$ cat src/rtl/cpu_pkg.sv
// Shared CPU decode definitions: opcode/funct encodings, the 30-bit control
// word layout and the instruction decode lookup.
package cpu_pkg;

  localparam int unsigned INSTR_W  = 32;
  localparam int unsigned CTRL_W   = 30;
  localparam int unsigned OP_W     = 6;
  localparam int unsigned FUNCT_W  = 6;
  localparam int unsigned SECOND_W = 5;
  localparam int unsigned ALUOP_W  = 6;

  // Primary opcodes (instr[31:26])
  localparam logic [OP_W-1:0] OP_RTYPE = 6'b000000;
  localparam logic [OP_W-1:0] OP_J     = 6'b000010;
  localparam logic [OP_W-1:0] OP_JAL   = 6'b000011;
  localparam logic [OP_W-1:0] OP_BEQ   = 6'b000100;
  localparam logic [OP_W-1:0] OP_ADDI  = 6'b001000;
  localparam logic [OP_W-1:0] OP_FPU   = 6'b010001;
  localparam logic [OP_W-1:0] OP_LW    = 6'b100011;
  localparam logic [OP_W-1:0] OP_SW    = 6'b101011;
  localparam logic [OP_W-1:0] OP_READF = 6'b111100;
  localparam logic [OP_W-1:0] OP_READI = 6'b111101;
  localparam logic [OP_W-1:0] OP_OUTC  = 6'b111110;

  // R-type function code (instr[5:0])
  localparam logic [FUNCT_W-1:0] FUNCT_JR = 6'b001000;

  // Legal FPU format range in the second field (instr[25:21])
  localparam logic [SECOND_W-1:0] FMT_LO = 5'b10000;
  localparam logic [SECOND_W-1:0] FMT_HI = 5'b10100;

  localparam logic [ALUOP_W-1:0] ALUOP_ADD = 6'd1;
  localparam logic [ALUOP_W-1:0] ALUOP_SUB = 6'd2;

  // Control word, MSB first
  typedef struct packed {
    logic               regwrite;
    logic               regdst;
    logic               alusrc;
    logic               branch;
    logic               memwrite;
    logic               memtoreg;
    logic               jump;
    logic               rawrite;
    logic               soru;
    logic               out;
    logic [ALUOP_W-1:0] aluop;
    logic [1:0]         regaorf1;
    logic [1:0]         regaorf2;
    logic [2:0]         rf3flag;
    logic [2:0]         aorf;
    logic [1:0]         bsltiflag;
    logic [1:0]         readflag;
  } ctrl_t;

  typedef struct packed {
    ctrl_t ctrl;
    logic  illegal;
  } dec_t;

  // Pure table lookup; unknown encodings give an all-zero word plus illegal.
  function automatic dec_t decode(input logic [OP_W-1:0]     op,
                                  input logic [FUNCT_W-1:0]  funct,
                                  input logic [SECOND_W-1:0] second);
    dec_t d;
    d = '0;
    case (op)
      OP_RTYPE: begin
        if (funct == FUNCT_JR) begin
          d.ctrl.jump     = 1'b1;
          d.ctrl.regaorf1 = 2'b01;
        end else begin
          d.ctrl.regwrite = 1'b1;
          d.ctrl.regdst   = 1'b1;
          d.ctrl.aluop    = funct;
        end
      end
      OP_J: d.ctrl.jump = 1'b1;
      OP_JAL: begin
        d.ctrl.regwrite = 1'b1;
        d.ctrl.jump     = 1'b1;
        d.ctrl.rawrite  = 1'b1;
      end
      OP_BEQ: begin
        d.ctrl.branch    = 1'b1;
        d.ctrl.aluop     = ALUOP_SUB;
        d.ctrl.bsltiflag = 2'b01;
      end
      OP_ADDI: begin
        d.ctrl.regwrite = 1'b1;
        d.ctrl.alusrc   = 1'b1;
        d.ctrl.soru     = 1'b1;
        d.ctrl.aluop    = ALUOP_ADD;
      end
      OP_LW: begin
        d.ctrl.regwrite = 1'b1;
        d.ctrl.alusrc   = 1'b1;
        d.ctrl.memtoreg = 1'b1;
        d.ctrl.soru     = 1'b1;
        d.ctrl.aluop    = ALUOP_ADD;
      end
      OP_SW: begin
        d.ctrl.memwrite = 1'b1;
        d.ctrl.alusrc   = 1'b1;
        d.ctrl.soru     = 1'b1;
        d.ctrl.aluop    = ALUOP_ADD;
      end
      OP_FPU: begin
        if (second >= FMT_LO && second <= FMT_HI) begin
          d.ctrl.regwrite = 1'b1;
          d.ctrl.aluop    = {1'b1, second};
          d.ctrl.regaorf1 = 2'b10;
          d.ctrl.regaorf2 = 2'b10;
          d.ctrl.rf3flag  = 3'b001;
          d.ctrl.aorf     = 3'b001;
        end else begin
          d.illegal = 1'b1;
        end
      end
      OP_READF: begin
        d.ctrl.regwrite = 1'b1;
        d.ctrl.aorf     = 3'b010;
      end
      OP_READI: d.ctrl.regwrite = 1'b1;
      OP_OUTC: begin
        d.ctrl.out      = 1'b1;
        d.ctrl.regaorf1 = 2'b01;
      end
      default: d.illegal = 1'b1;
    endcase
    // readflag tracks the read opcodes regardless of the rest of the table
    d.ctrl.readflag = {op == OP_READF, op == OP_READI};
    return d;
  endfunction

endpackage

$ cat src/rtl/decode_buf.sv
// Payload-generic main + skid register pair with valid/ready handshake.
// Ports:
//   clk, rstn          clock, async active-low reset
//   in_valid/in_ready  upstream handshake (in_ready is a flop when USE_SKID=1)
//   in_data            payload to capture
//   flush              drop all held entries next cycle, discard same-cycle accept
//   fire               head entry consumed this cycle
//   m_valid/m_data     head entry (main register)
module decode_buf #(
  parameter int unsigned DATA_W   = 8,
  parameter bit          USE_SKID = 1'b1
) (
  input  logic              clk,
  input  logic              rstn,
  input  logic              in_valid,
  output logic              in_ready,
  input  logic [DATA_W-1:0] in_data,
  input  logic              flush,
  input  logic              fire,
  output logic              m_valid,
  output logic [DATA_W-1:0] m_data
);

  logic              s_valid;
  logic [DATA_W-1:0] s_data;
  logic              m_valid_n;
  logic              s_valid_n;
  logic [DATA_W-1:0] m_data_n;
  logic [DATA_W-1:0] s_data_n;
  logic              accept;

  // Handshake: skid build backs off only when the skid slot is occupied
  always_comb begin
    in_ready = 1'b0;
    if (USE_SKID) in_ready = ~s_valid;
    else          in_ready = ~m_valid | fire;
    accept = in_valid & in_ready & ~flush;
  end

  // Next-state for both slots; skid data moves into main, never re-decoded
  always_comb begin
    m_valid_n = m_valid;
    s_valid_n = s_valid;
    m_data_n  = m_data;
    s_data_n  = s_data;
    if (flush) begin
      m_valid_n = 1'b0;
      s_valid_n = 1'b0;
    end else if (USE_SKID) begin
      if (fire && s_valid) begin
        m_data_n  = s_data;
        s_valid_n = 1'b0;
      end else if (m_valid && !fire) begin
        if (accept) begin
          s_data_n  = in_data;
          s_valid_n = 1'b1;
        end
      end else begin
        m_valid_n = accept;
        if (accept) m_data_n = in_data;
      end
    end else begin
      if (accept) begin
        m_valid_n = 1'b1;
        m_data_n  = in_data;
      end else if (fire) begin
        m_valid_n = 1'b0;
      end
    end
  end

  // Slot registers
  always_ff @(posedge clk or negedge rstn) begin
    if (!rstn) begin
      m_valid <= 1'b0;
      s_valid <= 1'b0;
      m_data  <= '0;
      s_data  <= '0;
    end else begin
      m_valid <= m_valid_n;
      s_valid <= s_valid_n;
      m_data  <= m_data_n;
      s_data  <= s_data_n;
    end
  end

endmodule

$ cat src/rtl/decode_stage.sv
// Registered, back-pressured instruction decode stage between fetch and
// register-read. Decodes each accepted instruction into ctrl_t, buffers it,
// and holds I/O instructions until their RX word / TX slot is available.
// Ports:
//   clk, rstn                         clock, async active-low reset
//   in_valid/in_ready/in_instr/in_pc  fetch side
//   flush                             kill all held entries (redirect)
//   rx_valid/rx_pop                   receive buffer status / consume pulse
//   tx_ready/tx_push                  transmit buffer status / outc pulse
//   out_valid/out_ready               downstream handshake
//   out_ctrl/out_instr/out_pc         decoded head entry
//   out_illegal                       head entry not in the decode table
//   stall_cnt                         saturating count of I/O wait cycles
module decode_stage
  import cpu_pkg::*;
#(
  parameter int unsigned PC_W     = 32,
  parameter int unsigned CNT_W    = 16,
  parameter bit          USE_SKID = 1'b1
) (
  input  logic               clk,
  input  logic               rstn,
  input  logic               in_valid,
  output logic               in_ready,
  input  logic [INSTR_W-1:0] in_instr,
  input  logic [PC_W-1:0]    in_pc,
  input  logic               flush,
  input  logic               rx_valid,
  output logic               rx_pop,
  input  logic               tx_ready,
  output logic               tx_push,
  output logic               out_valid,
  input  logic               out_ready,
  output ctrl_t              out_ctrl,
  output logic [INSTR_W-1:0] out_instr,
  output logic [PC_W-1:0]    out_pc,
  output logic               out_illegal,
  output logic [CNT_W-1:0]   stall_cnt
);

  localparam int unsigned ENTRY_W = CTRL_W + 1 + INSTR_W + PC_W;
  localparam logic [CNT_W-1:0] CNT_MAX = '1;

  typedef struct packed {
    ctrl_t              ctrl;
    logic               illegal;
    logic [INSTR_W-1:0] instr;
    logic [PC_W-1:0]    pc;
  } entry_t;

  dec_t          in_dec;
  entry_t        in_entry;
  entry_t        head;
  logic          head_valid;
  logic [OP_W-1:0] head_op;
  logic          io_rd;
  logic          io_wr;
  logic          present;
  logic          fire;

  // Decode at capture time so the buffer holds ready-made control words
  always_comb begin
    in_dec   = decode(in_instr[31:26], in_instr[5:0], in_instr[25:21]);
    in_entry = '{ctrl: in_dec.ctrl, illegal: in_dec.illegal, instr: in_instr, pc: in_pc};
  end

  decode_buf #(
    .DATA_W   (ENTRY_W),
    .USE_SKID (USE_SKID)
  ) u_buf (
    .clk      (clk),
    .rstn     (rstn),
    .in_valid (in_valid),
    .in_ready (in_ready),
    .in_data  (in_entry),
    .flush    (flush),
    .fire     (fire),
    .m_valid  (head_valid),
    .m_data   (head)
  );

  // Head presentation: I/O entries wait for their buffer to be usable
  always_comb begin
    head_op     = head.instr[31:26];
    io_rd       = (head_op == OP_READI) || (head_op == OP_READF);
    io_wr       = (head_op == OP_OUTC);
    present     = head_valid & (~(io_rd | io_wr) | (io_rd & rx_valid) | (io_wr & tx_ready));
    fire        = present & out_ready;
    out_valid   = present;
    rx_pop      = fire & io_rd;
    tx_push     = fire & io_wr;
    out_ctrl    = head.ctrl;
    out_illegal = head.illegal;
    out_instr   = head.instr;
    out_pc      = head.pc;
  end

  // I/O wait counter; survives flush, saturates at all-ones
  always_ff @(posedge clk or negedge rstn) begin
    if (!rstn) begin
      stall_cnt <= '0;
    end else if (head_valid && !present && stall_cnt != CNT_MAX) begin
      stall_cnt <= stall_cnt + CNT_W'(1);
    end
  end

endmodule

$ cat config.mk
export PLATFORM = sky130hd
export DESIGN_NAME = decode_stage
export DESIGN_NICKNAME = d
export VERILOG_FILES = /design/src/rtl/cpu_pkg.sv /design/src/rtl/decode_buf.sv /design/src/rtl/decode_stage.sv
export SDC_FILE = /design/constraint.sdc
export NUM_CORES = 1
export LEC_CHECK = 0
export BUFFER_PORTS_ARGS = -buffer_cell sky130_fd_sc_hd__buf_2
export CAP_MARGIN = 10
export CORE_MARGIN = 4
export CORE_UTILIZATION = 50
export DETAILED_ROUTE_END_ITERATION = 8
export PLACE_DENSITY = 0.76
export SYNTH_ARGS = -nofsm -noshare
export SYNTH_HDL_FRONTEND = slang
export SYNTH_SLANG_ARGS = --single-unit
$ cat constraint.sdc
create_clock -name clk -period 2.3 [get_ports clk]
set_clock_uncertainty 0.2 [all_clocks]
set_input_delay 0 -clock clk [delete_from_list [all_inputs] [get_ports clk]]
set_output_delay 0 -clock clk [all_outputs]
set_load 0.1 [all_outputs]
* Word-level counts from Yosys, hierarchy flattened
Cells that the tools add are included.
Storage, ports and cells: output and inout port bits 115, word-level logic and storage cells 93, flip-flop bits (word level) 208, input port bits 71
Cells by class: magnitude comparators 2, bitwise logic cells 15, reductions and logical operators 20, eq/ne operators 18, add/subtract/negate cells 1, multiplexer cells 32
Operators with widths (count):
- $mux 95 | 3
- $eq 6x6->1 const B | 8
- $pmux 6 s4 | 1
- $mux 1 | 19
- $add 16x1->16 const B | 1
- $mux 16 | 1
- $ne 16x16->1 const B | 1
- $eq 6x2->1 const B | 2
- $eq 6x4->1 const B | 2
- $reduce_or 10->1 | 1
- $and 1x1->1 | 8
- $eq 6x3->1 const B | 1
- $eq 6x5->1 const B | 1
- $logic_not 6->1 | 1
- $mux 6 | 1
- $pmux 2 s3 | 1
- $pmux 3 s2 | 1
- $reduce_bool 3->1 | 2
- $ge 5x5->1 const B | 1
- $le 5x5->1 const B | 1
- $logic_and 1x1->1 | 5
- $mux 5 | 1
- $reduce_or 5->1 | 1
- $ne 2x2->1 const B | 2
- 14 further kinds | 22

* Depth between registers and ports, before layout
Gate-level depths: netlist (run 1).
depth after elaboration 13, mapped depth 9, gate-level depth less buffers 7

* Cells and area by module
From an unflattened synthesis (run 1), not the netlist that was laid out.
Unflattened totals: cells, all modules 660, area total of the unflattened synthesis 9506.6 sq um
By module, submodules not included:
- decode_buf | cells each 520, area each 8252.9 sq um, seq. area each 4804.6 sq um, times used 1
- decode_stage | cells each 140, area each 1253.7 sq um, seq. area each 400.4 sq um, times used 1

* Worst setup path before layout (run 1)
OpenSTA, ideal clock, no wires.
kind register to output, start point register u_buf.m_data[59], end point output tx_push, setup slack -2.284 ns, arrival time 4.384 ns, required time 2.100 ns, buffers on the path 0, cell stages (with the launch flop) 5, path through dfrtp_1 -> nor2_1 -> o21ai_2 -> nand3_1 -> nor4_1
Between the ends: word-level cells in the longest chain between the ends 9
Ends and longest elaborated chain:
- start, declared | line decode_buf.sv:21 | output logic [DATA_W-1:0] m_data
- start signal, assigned | line decode_buf.sv:82 | m_data <= m_data_n;
- $eq 6x6->1 | line decode_stage.sv:85 | io_rd = (head_op == OP_READI) || (head_op == OP_READF);
- $logic_or 1x1->1 | line decode_stage.sv:85
- $or 1x1->1 | line decode_stage.sv:87 | present = head_valid & (~(io_rd | io_wr) | (io_rd & rx_valid) | (io_wr & tx_ready));
- $not 1->1 | line decode_stage.sv:87
- $or 1x1->1 (2 in series) | line decode_stage.sv:87
- $and 1x1->1 | line decode_stage.sv:87
- $and 1x1->1 | line decode_stage.sv:88 | fire = present & out_ready;
- $and 1x1->1 * | line decode_stage.sv:91 | tx_push = fire & io_wr;
- end, declared | line decode_stage.sv:31 | output logic tx_push,
Mark *: on every way between the ends. The rest lies on a longest branch, timed or not.

* Final worst setup path (run 1)
start point register u_buf.m_data[59], end point register u_buf.s_valid
Between the ends: word-level cells in the longest chain between the ends 12
Ends and longest elaborated chain:
- $eq 6x6->1 | line decode_stage.sv:85
- $logic_or 1x1->1 | line decode_stage.sv:85
- $or 1x1->1 | line decode_stage.sv:87
- $not 1->1 | line decode_stage.sv:87
- $or 1x1->1 | line decode_stage.sv:87
- $or 1x1->1 * | line decode_stage.sv:87
- $and 1x1->1 * | line decode_stage.sv:87
- $and 1x1->1 * | line decode_stage.sv:88
- $logic_not 1->1 | line decode_buf.sv:53 | end else if (m_valid && !fire) begin
- $logic_and 1x1->1 | line decode_buf.sv:53
- $reduce_bool 3->1 (no source line)
- $reduce_and 2->1 (no source line)
- end signal, assigned | line decode_buf.sv:81 | s_valid <= s_valid_n;
- end, declared | line decode_buf.sv:24 | logic s_valid;
Marks and branches as above. A chain may end at the register's enable or synchronous reset.

==> results of run 1 <==
[worst reg2reg max path, cell delays in order (launching register included)]
cell,delay (ns)
dfrtp_4,0.52
nor3b_4,0.18
o21ai_4,0.18
buf_6,0.14
nand2_1,0.07
nand4b_1,0.17
a21oi_1,0.08
dlygate4sd3_1,0.55
[synth_stat cells, drive strengths merged, types with 4 or more instances]
cell type and instances:
a21oi 20, xnor2 8, and4 4, buf 42
inv 4, a31oi 68, nand4 9, a21o 4
clkbuf 28, nor2 91, nand3 12, nand2 378
dfrtp 189, and2 5, xor2 4, nor3 7
nor2b 5, o21ai 39, o21a 6
[worst paths after layout]
kind                            cells after the start  slack [ns]          endpoint             start
worst max-delay path                                7        0.11     u_buf.s_valid  u_buf.m_data[59]
min in group asynchronous                           3        0.45  u_buf.s_data[27]              rstn
max in group asynchronous                           4        0.64  u_buf.m_data[43]              rstn
worst min-delay path                                5        0.05  u_buf.s_data[64]      in_instr[29]
worst min register to register                      2        0.27  u_buf.s_data[94]  u_buf.s_data[94]
worst max register to register                      7        0.11     u_buf.s_valid  u_buf.m_data[59]
[logic make-up after synthesis]
kind of cell	count (synthesis)	synth area share
xor gates and xnor gates	12	0.0125
muxes	2	0.00269
buffers and inverters	74	0.0439
adders and majority gates	1	0.00149
AOI/OAI and AO/OA	152	0.112
DFF	189	0.565
other	1	0.000448
and+or+nand+nor	531	0.262
[flip-flops by register name (all words and copies together), names as in the netlist]
signal / flops
u_buf.s_valid: 1
stall_cnt: 16
u_buf.s_data: 85
u_buf.m_data: 86
u_buf.m_valid: 1
[layer usage]
layer / track usage / vias up
met5: 0 / -
met4: 0.0565 / 4
met3: 0.0588 / 21
met2: 0.379 / 200
met1: 0.314 / 3521
li1: - / 3652
[repair_timing]
item	CTS	global route
hold buffers	79	0
endpoints found under the setup margin	2	85
pin swaps	1	3
cloned	0	1
gates resized for setup	1	13
hold endpoints to repair	348	0
setup buffers	1	6
[area by class of cell]
type,instances,area (µm²)
clock buffer,20,457
timing repair buffer,292,2160
sequential,189,4750
tap,220,275
fill,1329,5330
multi-input combinational,704,3390
clock inverter,11,141
inverter,4,15.0
[power by group]
group / switching, mW / total [mW] / internal, mW
combinational: 2.74 / 3.42 / 0.677
clock: 1.25 / 3.01 / 1.76
sequential: 0.347 / 4.25 / 3.90
total: 4.34 / 10.7 / 6.34
[through the flow]
stage	setup slack, ns	setup TNS, ns	hold WS, ns	power [mW]
2_1_floorplan	-0.225	-0.225	-0.496	6.92
3_3_place_gp	0.168	0	-0.179	7.54
3_5_place_dp	0.0665	0	-0.180	7.60
4_1_cts	0.0276	0	0.00667	10.7
5_1_grt	0.0266	0	0.0993	11.1
6_report	0.109	0	0.0547	10.7
==> metrics.sh, run 1 <==
POST-PLACE-CELLS=1322
YS_DOMINANT_REG_CELL='dfrtp_1'
SYNTH-ASYNC-RESET-RATIO=1.00
IRDROPWORSTVDD_uV=568
DETAILEDROUTE.FIRSTPASSITERATIONCOUNT=5
FINALWIRELENGTH_UM=21400
WIRE_PER_INST_UM=14.9
TIMING_MAX_TRANSITION_VIOLATIONS_FINAL=0
CRITICAL_PATH_SINK_TYPE='register'
SLEW_WORST_PIN_NS=0.594
VIAS_PER_CELL=5.14
GLOBAL_ROUTE.OVERFLOW_TOTAL=0
CTS_TREE='yes'
GRT_PASS1_WL_UM=35100
CRITICAL-PATH-SLOWEST-CELL='dlygate4sd3_1'
WL_MET2_UM=10400
MAXCLOCKFREQUENCY_GHz=0.456
ANTENNA_LEFT=0
ROUTE.DETAILED.DRC=0
ANTENNA_CELLS=0
SYNTHESIS.INSTANCES=962
SYNTH_EDF_COUNT=0
COMMONEST_CELLS_AFTER_ROUTING_FILL_AND_TAPS_ASIDE='378 x nand2_1, 177 x buf_2, 172 x dfrtp_1'
TOP_LEVEL_PORTS=186
FINAL_CORE_UTILIZATION=0.677
INITIAL_UTILIZATION=0.507
CLOCK_INSERTION_DELAY_WORST_SKEW_NS=0.42
FINAL_AREA_MM2=0.0112
SYNTH-WARNING-COUNT=0
SYNTH-SEQ-CELLS=189
CTS_BUFFER_DEPTH=2
DRIVE_GT1_FRAC=0.231
DIE_HEIGHT_UM=137
SYNTH-SEQ-AREA-SHARE=0.565
GRT_PASS1_VIAS=7107
LEAKAGE_POWER_nW=5.45
P_PER_AREA_mW_PER_MM2=954
GP_ROUTABILITY_CONGESTION=0.816
GRT_START_MAX_NET_PINS=64
CTS.REPORTEDPATHS.CLKPINSLEW_NS=0.07
SLOWEST_DELAY_NS=0.55
LAYOUT.CELLS.MOST_COMMON='nand2_1'
YOSYSUNIQUECELLTYPES=53
CRIT_ARRIVAL_NS=2.30
TIMING.CRITICAL_PATH.FANOUT_MAX=6
SYNTH_AREA_PER_CELL_UM2=8.71
POST-ROUTE-PERIOD-UTIL=0.953
FINAL_CELLS=1440
MIN_TCLK_POST_ROUTE_NS=2.19
WORSTHOLDPATHTYPE='input port to register'
DRT-MET1-WL_UM=9400
FINAL-SETUP-VIOL-COUNT=0
SYNTH_TOP_CELLS_BY_AREA='dfrtp_1 56%, nand2_1 17%, a31oi_1 5.0%'
TIMING.CRITICAL_PATH.REQUIRED_NS=2.41
GROUTE.USAGE.OVERALL=0.233
ROUTE.TOP_LAYER_USED='met5'
DIE_W_UM=137
INITIAL_ANTENNA_VIOLATION_COUNT=2
CRITICAL_PATH.STARTPOINT_TYPE='register'
NUMPORTBUFFERS=180
CTS_ROOT_BUFFER='clkbuf_16'
CTS-BUFFERS-INSERTED=17
RSZ0062_AT_GRT='false'
SYN_AREA_MM2=0.00838
CLOCK_SINKS=189
SYNTH.LARGEST_AREA_CELL='dfrtp_1'
CRITICALPATHCATEGORY='register to register'
ROUTE.VIAS.TOTAL=7398
MAXCAPVIOLCOUNT=0
DIEAREA_MM2=0.0189
FLOORPLAN.CORE_AREA_MM2=0.0165
SYN_TO_FINAL_GROWTH_PCT=33.6
FAMILY_OF_CELLS_WITH_THE_GREATEST_SUMMED_DELAY_ON_THE_CRITICAL_PATH='buffers and inverters'
TIMING.FINAL.HOLD_VIOLATIONS=0
TIMING.CRITICAL_PATH.BUF_INV=2
FINAL_NETS=1280
WORST_REL_SLEW_SLACK=0.600
DR_WL_MET3_UM=1360
DP_HPWL_UM=13900
ORDERED_LIST_OF_CELLS_ON_THE_WORST_PATH='nor3b_4, o21ai_4, buf_6, nand2_1, nand4b_1, a21oi_1, dlygate4sd3_1'
DPL-INSTANCE-AREA_MM2=0.00967
FRACTION_OF_POST_SYNTHESIS_CELL_AREA_IN_THE_TOP_CELL_TYPE_BY_AREA=0.565
ROWS=47
OUTCOME='completed'
H-TREE-DEPTH=4
DETAIL_ROUTE.ITER0.VIOLATIONS=433
No activity file was read; power rests on OpenSTA's default activity.
==> run 2, diff against run 1 <==
--- a/config.mk
+++ b/config.mk
@@ -7,6 +7,7 @@
 export LEC_CHECK = 0
 export BUFFER_PORTS_ARGS = -buffer_cell sky130_fd_sc_hd__buf_2
 export CAP_MARGIN = 10
+export CORE_ASPECT_RATIO = 2
 export CORE_MARGIN = 4
 export CORE_UTILIZATION = 50
 export DETAILED_ROUTE_END_ITERATION = 8
==> metrics.sh, run 2 (synthesis results as in run 1) <==
OUTCOME='finished with violations'
INITIAL_UTILIZATION=0.512  # +0.00539
INITIAL_ANTENNA_VIOLATION_COUNT=0  # -2
PLACE_WORST_SETUP_SLACK_NS=0.0967  # +0.0303 ns
DIE_W_UM=99.5  # -28%
TIMING.FINAL.HOLD_VIOLATIONS=1  # +1
IRDROPWORSTVDD_uV=590  # +3.9%
FINALWIRELENGTH_UM=23100  # +7.9%
LAYOUT.CELLS.MOST_COMMON='nand2_1'
ROUTE.DETAILED.DRC=0  # unchanged
POST-ROUTE-PERIOD-UTIL=0.981  # +0.0288
WIRE_PER_INST_UM=16.2  # +9.2%
FINAL_CORE_UTILIZATION=0.680  # +0.00315
FAILED_CHECKS='negative hold slack'
ANTENNA_CELLS=0  # unchanged
MIN_TCLK_POST_ROUTE_NS=2.26  # +0.0661 ns
CLOCK_SINKS=189  # unchanged
GRT_PASS1_VIAS=7589  # +6.8%
CTS_ROOT_BUFFER='clkbuf_16'
FILLER_CELLS_INSERTED=1272  # -4.3%
GP_ROUTABILITY_CONGESTION=0.793  # -2.8%
CTS_TREE='yes'
DIEAREA_MM2=0.0190  # +0.67%
ROUTE.VIAS.TOTAL=7573  # +2.4%
SYN_TO_FINAL_GROWTH_PCT=32.8
FINAL_NETS=1278  # -0.16%
POST-ROUTE-WORST-SETUP-SLACK_NS=0.0426  # -0.0661 ns
CRITICALPATHCATEGORY='input port to register'
COMMONEST_CELLS_AFTER_ROUTING_FILL_AND_TAPS_ASIDE='378 x nand2_1, 176 x buf_2, 172 x dfrtp_1'
GRT_PASS1_WL_UM=36900  # +5.2%
LARGEST-REGISTER='u_buf.m_data'
FLOORPLAN.CORE_AREA_MM2=0.0164  # -1.1%
DETAILEDROUTE.FIRSTPASSITERATIONCOUNT=5  # unchanged
MAXCAPVIOLCOUNT=0  # unchanged
GROUTE.USAGE.OVERALL=0.245  # +0.0128
TIMING.CRITICAL_PATH.REQUIRED_NS=2.45  # +0.04 ns
CRITICAL_PATH.STARTPOINT_TYPE='input port'
DRIVE_GT1_FRAC=0.231  # about the same
CRIT_ARRIVAL_NS=2.41  # +0.11 ns
WORST_REL_SLEW_SLACK=0.593  # -0.00674
DETAIL_ROUTE.ITER0.VIOLATIONS=412  # -4.8%
WORSTHOLDPATHTYPE='input port to register'
H-TREE-DEPTH=4  # unchanged
CTS_BUFFER_DEPTH=2  # unchanged
VIAS_PER_CELL=5.32  # +3.6%
LEAKAGE_POWER_nW=5.44  # about the same
P_PER_AREA_mW_PER_MM2=967  # +1.3%
TOP_LEVEL_PORTS=186  # unchanged
DP_HPWL_UM=15100  # +8.6%
ROWS=66  # +40%
SETUP_TNS_NS=0  # unchanged
TIMING_MAX_TRANSITION_VIOLATIONS_FINAL=0  # unchanged
NUMPORTBUFFERS=180  # unchanged
SLEW_WORST_PIN_NS=0.604  # +0.0100 ns
CTS.REPORTEDPATHS.CLKPINSLEW_NS=0.07  # about the same
FIN_HOLD_WS_NS=-0.00309  # -0.0578 ns
CTS-BUFFERS-INSERTED=17  # unchanged
FINAL-SETUP-VIOL-COUNT=0  # unchanged
FLIP_FLOP_COUNT_OF_THE_LARGEST_REGISTER_ALL_COPIES_AND_WORDS_ADDED=86  # unchanged
LARGESTREGISTERS='u_buf.m_data x86, u_buf.s_data x85, stall_cnt x16'
GLOBAL_ROUTE.OVERFLOW_TOTAL=0  # unchanged
MAXCLOCKFREQUENCY_GHz=0.443  # -2.9%
TIMING.CRITICAL_PATH.FANOUT_MAX=10  # +4
GRT_START_MAX_NET_PINS=85  # +33%
CRITICAL_PATH_SINK_TYPE='register'
DIE_HEIGHT_UM=191  # +39%
CLOCK_INSERTION_DELAY_WORST_SKEW_NS=0.43  # about the same
ANTENNA_LEFT=0  # unchanged
## run 2: through the flow
stage	instance area, µm²	hold slack [ns]	total power, mW	instances
after floorplan	8450	-0.496	6.92	966
after global placement	9610	-0.251	7.55	1305
after detailed placement	9610	-0.251	7.61	1305
after CTS	11000	0.00165	10.8	1417
after global routing	11100	0.0583	11.2	1423
final	11100	-0.00309	10.8	1423
## run 2: final cells by class
| type | instances | area (µm²) | share of cell area |
|---|---|---|---|
| Inverter | 4 | 15.0 | 0.00135 |
| Clock buffer | 17 | 425 | 0.0382 |
| Timing Repair Buffer | 291 | 2130 | 0.192 |
| Sequential cell | 189 | 4750 | 0.427 |
| Clock inverter | 15 | 190 | 0.0171 |
| Multi-Input combinational cell | 703 | 3350 | 0.302 |
| Tap cell | 204 | 255 | 0.0229 |
## run 2: timing repair
item,CTS,global route
hold endpoints to repair,349,0
buffers inserted,1,5
endpoints found under the setup margin,2,35
pin swaps,1,6
gates cloned,0,2
gates resized for setup,1,5
hold buffers,79,0
## run 2: where the power goes
| part | switching (mW) | internal (mW) |
|---|---|---|
| logic | 2.77 | 0.668 |
| registers | 0.336 | 3.90 |
| clock network | 1.42 | 1.67 |
## run 2: path summary, 6_finish.rpt
check | from | end | slack, ns | depth (start not counted)
setup / recovery | in_instr[30] | u_buf.s_data[77] | 0.04 | 6
hold / removal | in_instr[29] | u_buf.s_data[79] | -0.003 | 5
setup reg to reg | u_buf.m_data[59] | u_buf.m_valid | 0.06 | 6
hold reg to reg | u_buf.m_data[90] | u_buf.m_data[90] | 0.27 | 2
max in group asynchronous | rstn | u_buf.m_data[37] | 0.97 | 4
min in group asynchronous | rstn | u_buf.s_data[27] | 0.48 | 4
## run 2: worst max-delay path, cell delays in order
cell and delay (ns):
dlygate4sd3_1 0.53, buf_4 0.18, or4_4 0.53, o41a_1 0.43, dlygate4sd3_1 0.59, o21ai_0 0.15
## run 2: metal layers
metal	global-route usage	share of wire	up-vias
li1	-	-	3648
met1	0.276	0.37	3627
met2	0.439	0.54	229
met3	0.0380	0.043	69
met4	0.132	0.045	0
met5	0	0	-
==> run 3, diff against run 2 <==
--- a/config.mk
+++ b/config.mk
@@ -9,9 +9,10 @@
 export CAP_MARGIN = 10
 export CORE_ASPECT_RATIO = 2
 export CORE_MARGIN = 4
-export CORE_UTILIZATION = 50
+export CORE_UTILIZATION = 30
 export DETAILED_ROUTE_END_ITERATION = 8
-export PLACE_DENSITY = 0.76
+export HOLD_SLACK_MARGIN = 0.12
+export PLACE_DENSITY = 0.5
 export SYNTH_ARGS = -nofsm -noshare
 export SYNTH_HDL_FRONTEND = slang
 export SYNTH_SLANG_ARGS = --single-unit
==> metrics.sh, run 3 (synthesis results as in run 1) <==
SLOWEST_DELAY_NS=0.58  # about the same
CLOCK_INSERTION_DELAY_WORST_SKEW_NS=0.44  # about the same
SYN_TO_FINAL_GROWTH_PCT=44.1
CRITICALPATHCATEGORY='input port to register'
SWITCHINGPOWER_mW=4.45  # -1.7%
TIMING.CRITICAL_PATH.FANOUT_MAX=7  # -3
WORST_PATH_DEPTH=8  # +2
TIMING.CRITICAL_PATH.MODE_CELL='dlygate4sd3_1'
CRIT_PATH_START='in_instr[31]'
ANTENNA_LEFT=0  # unchanged
SLEW_WORST_PIN_NS=0.843  # +0.239 ns
NUMPORTBUFFERS=180  # unchanged
FINAL-SETUP-VIOL-COUNT=0  # unchanged
OUTCOME='completed'
GLOBAL_ROUTE.OVERFLOW_TOTAL=0  # unchanged
IRDROPWORSTVDD_uV=488  # -17%
REG2REG_DEPTH=9  # +3
CTS.REPORTEDPATHS.CLKPINSLEW_NS=0.07  # about the same
P_SEQ_FRAC=0.396  # +0.002
CRITICAL_PATH_SINK_TYPE='register'
POST-ROUTE-WORST-SETUP-SLACK_NS=0.00559  # -0.0370 ns
DIE_W_UM=126  # +27%
TIMING.CRITICAL_PATH.REQUIRED_NS=2.46  # about the same
POST-ROUTE-PERIOD-UTIL=0.998  # +0.0161
VIAS_PER_CELL=4.69  # -12%
DRIVE_GT1_FRAC=0.220  # -0.0112
CLOCK_SINKS=189  # unchanged
GP_ROUTABILITY_CONGESTION=0.788  # -0.63%
LARGESTREGISTERS='u_buf.m_data x86, u_buf.s_data x85, stall_cnt x16'
LARGEST-REGISTER='u_buf.m_data'
FLIP_FLOP_COUNT_OF_THE_LARGEST_REGISTER_ALL_COPIES_AND_WORDS_ADDED=86  # unchanged
FAMILY_OF_CELLS_WITH_THE_GREATEST_SUMMED_DELAY_ON_THE_CRITICAL_PATH='buffers and inverters'
INITIAL_UTILIZATION=0.304  # -0.208
ANTENNA_CELLS=0  # unchanged
COMMONEST_CELLS_AFTER_ROUTING_FILL_AND_TAPS_ASIDE='378 x nand2_1, 174 x buf_2, 172 x dfrtp_1'
ORDERED_LIST_OF_CELLS_ON_THE_WORST_PATH='buf_2, dlygate4sd3_1, nand4bb_2, nor4b_4, buf_4, nand2_1, dlygate4sd3_1, a41oi_1'
TOP_LEVEL_PORTS=186  # unchanged
CTS_BUFFER_DEPTH=2  # unchanged
DIE_HEIGHT_UM=244  # +28%
GROUTE.USAGE.OVERALL=0.173  # -0.0728
MAXCAPVIOLCOUNT=0  # unchanged
GRT_PASS1_WL_UM=42000  # +14%
CTS_TREE='yes'
ROUTE.DETAILED.DRC=0  # unchanged
CLOCK_POWER_SHARE=0.273  # -0.014
DP_HPWL_UM=17300  # +14%
CRITICAL-PATH-SLOWEST-CELL='dlygate4sd3_1'
CRIT-REG2REG-CAPTURE='u_buf.m_data[76]'
MAXCLOCKFREQUENCY_GHz=0.436  # -1.6%
FINALWIRELENGTH_UM=26400  # +14%
POWER.SHARE.SWITCHING=0.415  # -0.00564
LAYOUT.CELLS.MOST_COMMON='nand2_1'
TIMING.CRITICAL_PATH.BUF_INV=4  # +1
CTS_ROOT_BUFFER='clkbuf_16'
LAST_ELEMENT_OF_THE_CRITICAL_PATH='u_buf.s_data[79]'
POWER.COMBINATIONAL.FRACTION=0.331  # +0.011
DIEAREA_MM2=0.0308  # +62%
FINALPOWER_mW=10.7  # -0.39%
TIMING_MAX_TRANSITION_VIOLATIONS_FINAL=0  # unchanged
WORST_REL_SLEW_SLACK=0.436  # -0.157
INTERNAL-POWER_mW=6.27  # +0.58%
CRIT_ARRIVAL_NS=2.45  # +0.04 ns
PLACE_WORST_SETUP_SLACK_NS=0.133  # +0.0359 ns
H-TREE-DEPTH=4  # unchanged
INITIAL_ANTENNA_VIOLATION_COUNT=0  # unchanged
CTS-BUFFERS-INSERTED=17  # unchanged
ROWS=86  # +30%
P_PER_AREA_mW_PER_MM2=888  # -8.2%
WORSTREG2REGSTART='u_buf.m_data[59]'
ROUTE.VIAS.TOTAL=7702  # +1.7%
FLOORPLAN.CORE_AREA_MM2=0.0275  # +68%
DETAIL_ROUTE.ITER0.VIOLATIONS=299  # -27%
WORSTHOLDPATHTYPE='input port to register'
FINAL_NETS=1349  # +5.6%
SETUP_TNS_NS=0  # unchanged
CRITICAL_PATH.STARTPOINT_TYPE='input port'
DETAILEDROUTE.FIRSTPASSITERATIONCOUNT=5  # unchanged
REGTOREGSETUPSLACK_NS=0.08  # +0.02 ns
TIMING.FINAL.HOLD_VIOLATIONS=0  # -1
LEAKAGE_POWER_nW=5.76  # +5.8%
MIN_TCLK_POST_ROUTE_NS=2.29  # +0.0370 ns
GRT_START_MAX_NET_PINS=76  # -11%
WIRE_PER_INST_UM=16.1  # -1.1%
GRT_PASS1_VIAS=7695  # +1.4%
-- run 3: layer usage --
| metal | up-vias | share of wire | track usage |
|---|---|---|---|
| met4 | 0 | 0.036 | 0.0802 |
| met5 | - | 0 | 0 |
| met1 | 3696 | 0.39 | 0.193 |
| met2 | 180 | 0.54 | 0.313 |
| met3 | 41 | 0.034 | 0.0321 |
| li1 | 3785 | - | - |
-- run 3: area by class of cell --
type	instances	area [µm²]
tap	352	440
clock buffer	23	488
timing repair buffer	362	2930
inverter	4	15.0
multi-input combinational	703	3370
sequential	189	4750
fill	2765	15500
clock inverter	9	83.8
-- run 3: worst reg2reg max path: cells and delay by family, from the launching register on --
family	cells	cell delay [ns]
AOI/OAI and AO/OA	3	0.40
buffers and inverters	3	0.51
and+or+nand+nor	3	0.56
DFF	1	0.50
-- run 3: power groups by stage --
stage | registers (mW) | clock network, mW | logic [mW]
detailed placement | 4.31 | 0 | 3.37
CTS | 4.25 | 3.04 | 3.56
global route | 4.31 | 3.16 | 3.75
global placement | 4.29 | 0 | 3.35
finish | 4.24 | 2.93 | 3.55
floorplan | 6.13 | 0 | 0.789
-- run 3: timing repair --
item | 4_1_cts | 5_1_grt
endpoints found under the setup margin | 2 | 42
hold endpoints to repair | 359 | 6
buffers inserted | 1 | 5
hold buffers | 143 | 3
gates resized for setup | 1 | 14
gates cloned | 0 | 1
pin swaps | 2 | 5
-- run 3: worst min path at each step --
stage | end | slack (ns) | depth (start not counted) | startpoint
4_1_cts | u_buf.s_data[80] | 0.12 | 5 | in_instr[28]
5_1_grt | u_buf.m_data[18] | 0.15 | 4 | in_pc[18]
2_1_floorplan | stall_cnt[0] | -0.50 | 0 | rstn
6_report | u_buf.s_data[36] | 0.16 | 4 | in_instr[4]
3_5_place_dp | u_buf.s_data[56] | -0.33 | 1 | rstn
3_3_place_gp | u_buf.s_data[56] | -0.33 | 1 | rstn
-- run 3: metrics by stage --
step	area (µm²)	utilization	hold slack (ns)	std cells
finish	12100	0.438	0.155	1642
global route	12100	0.438	0.152	1642
CTS	11900	0.433	0.120	1633
detailed placement	9930	0.360	-0.333	1457
global placement	9930	0.360	-0.332	1457
floorplan	8450	-	-0.496	966
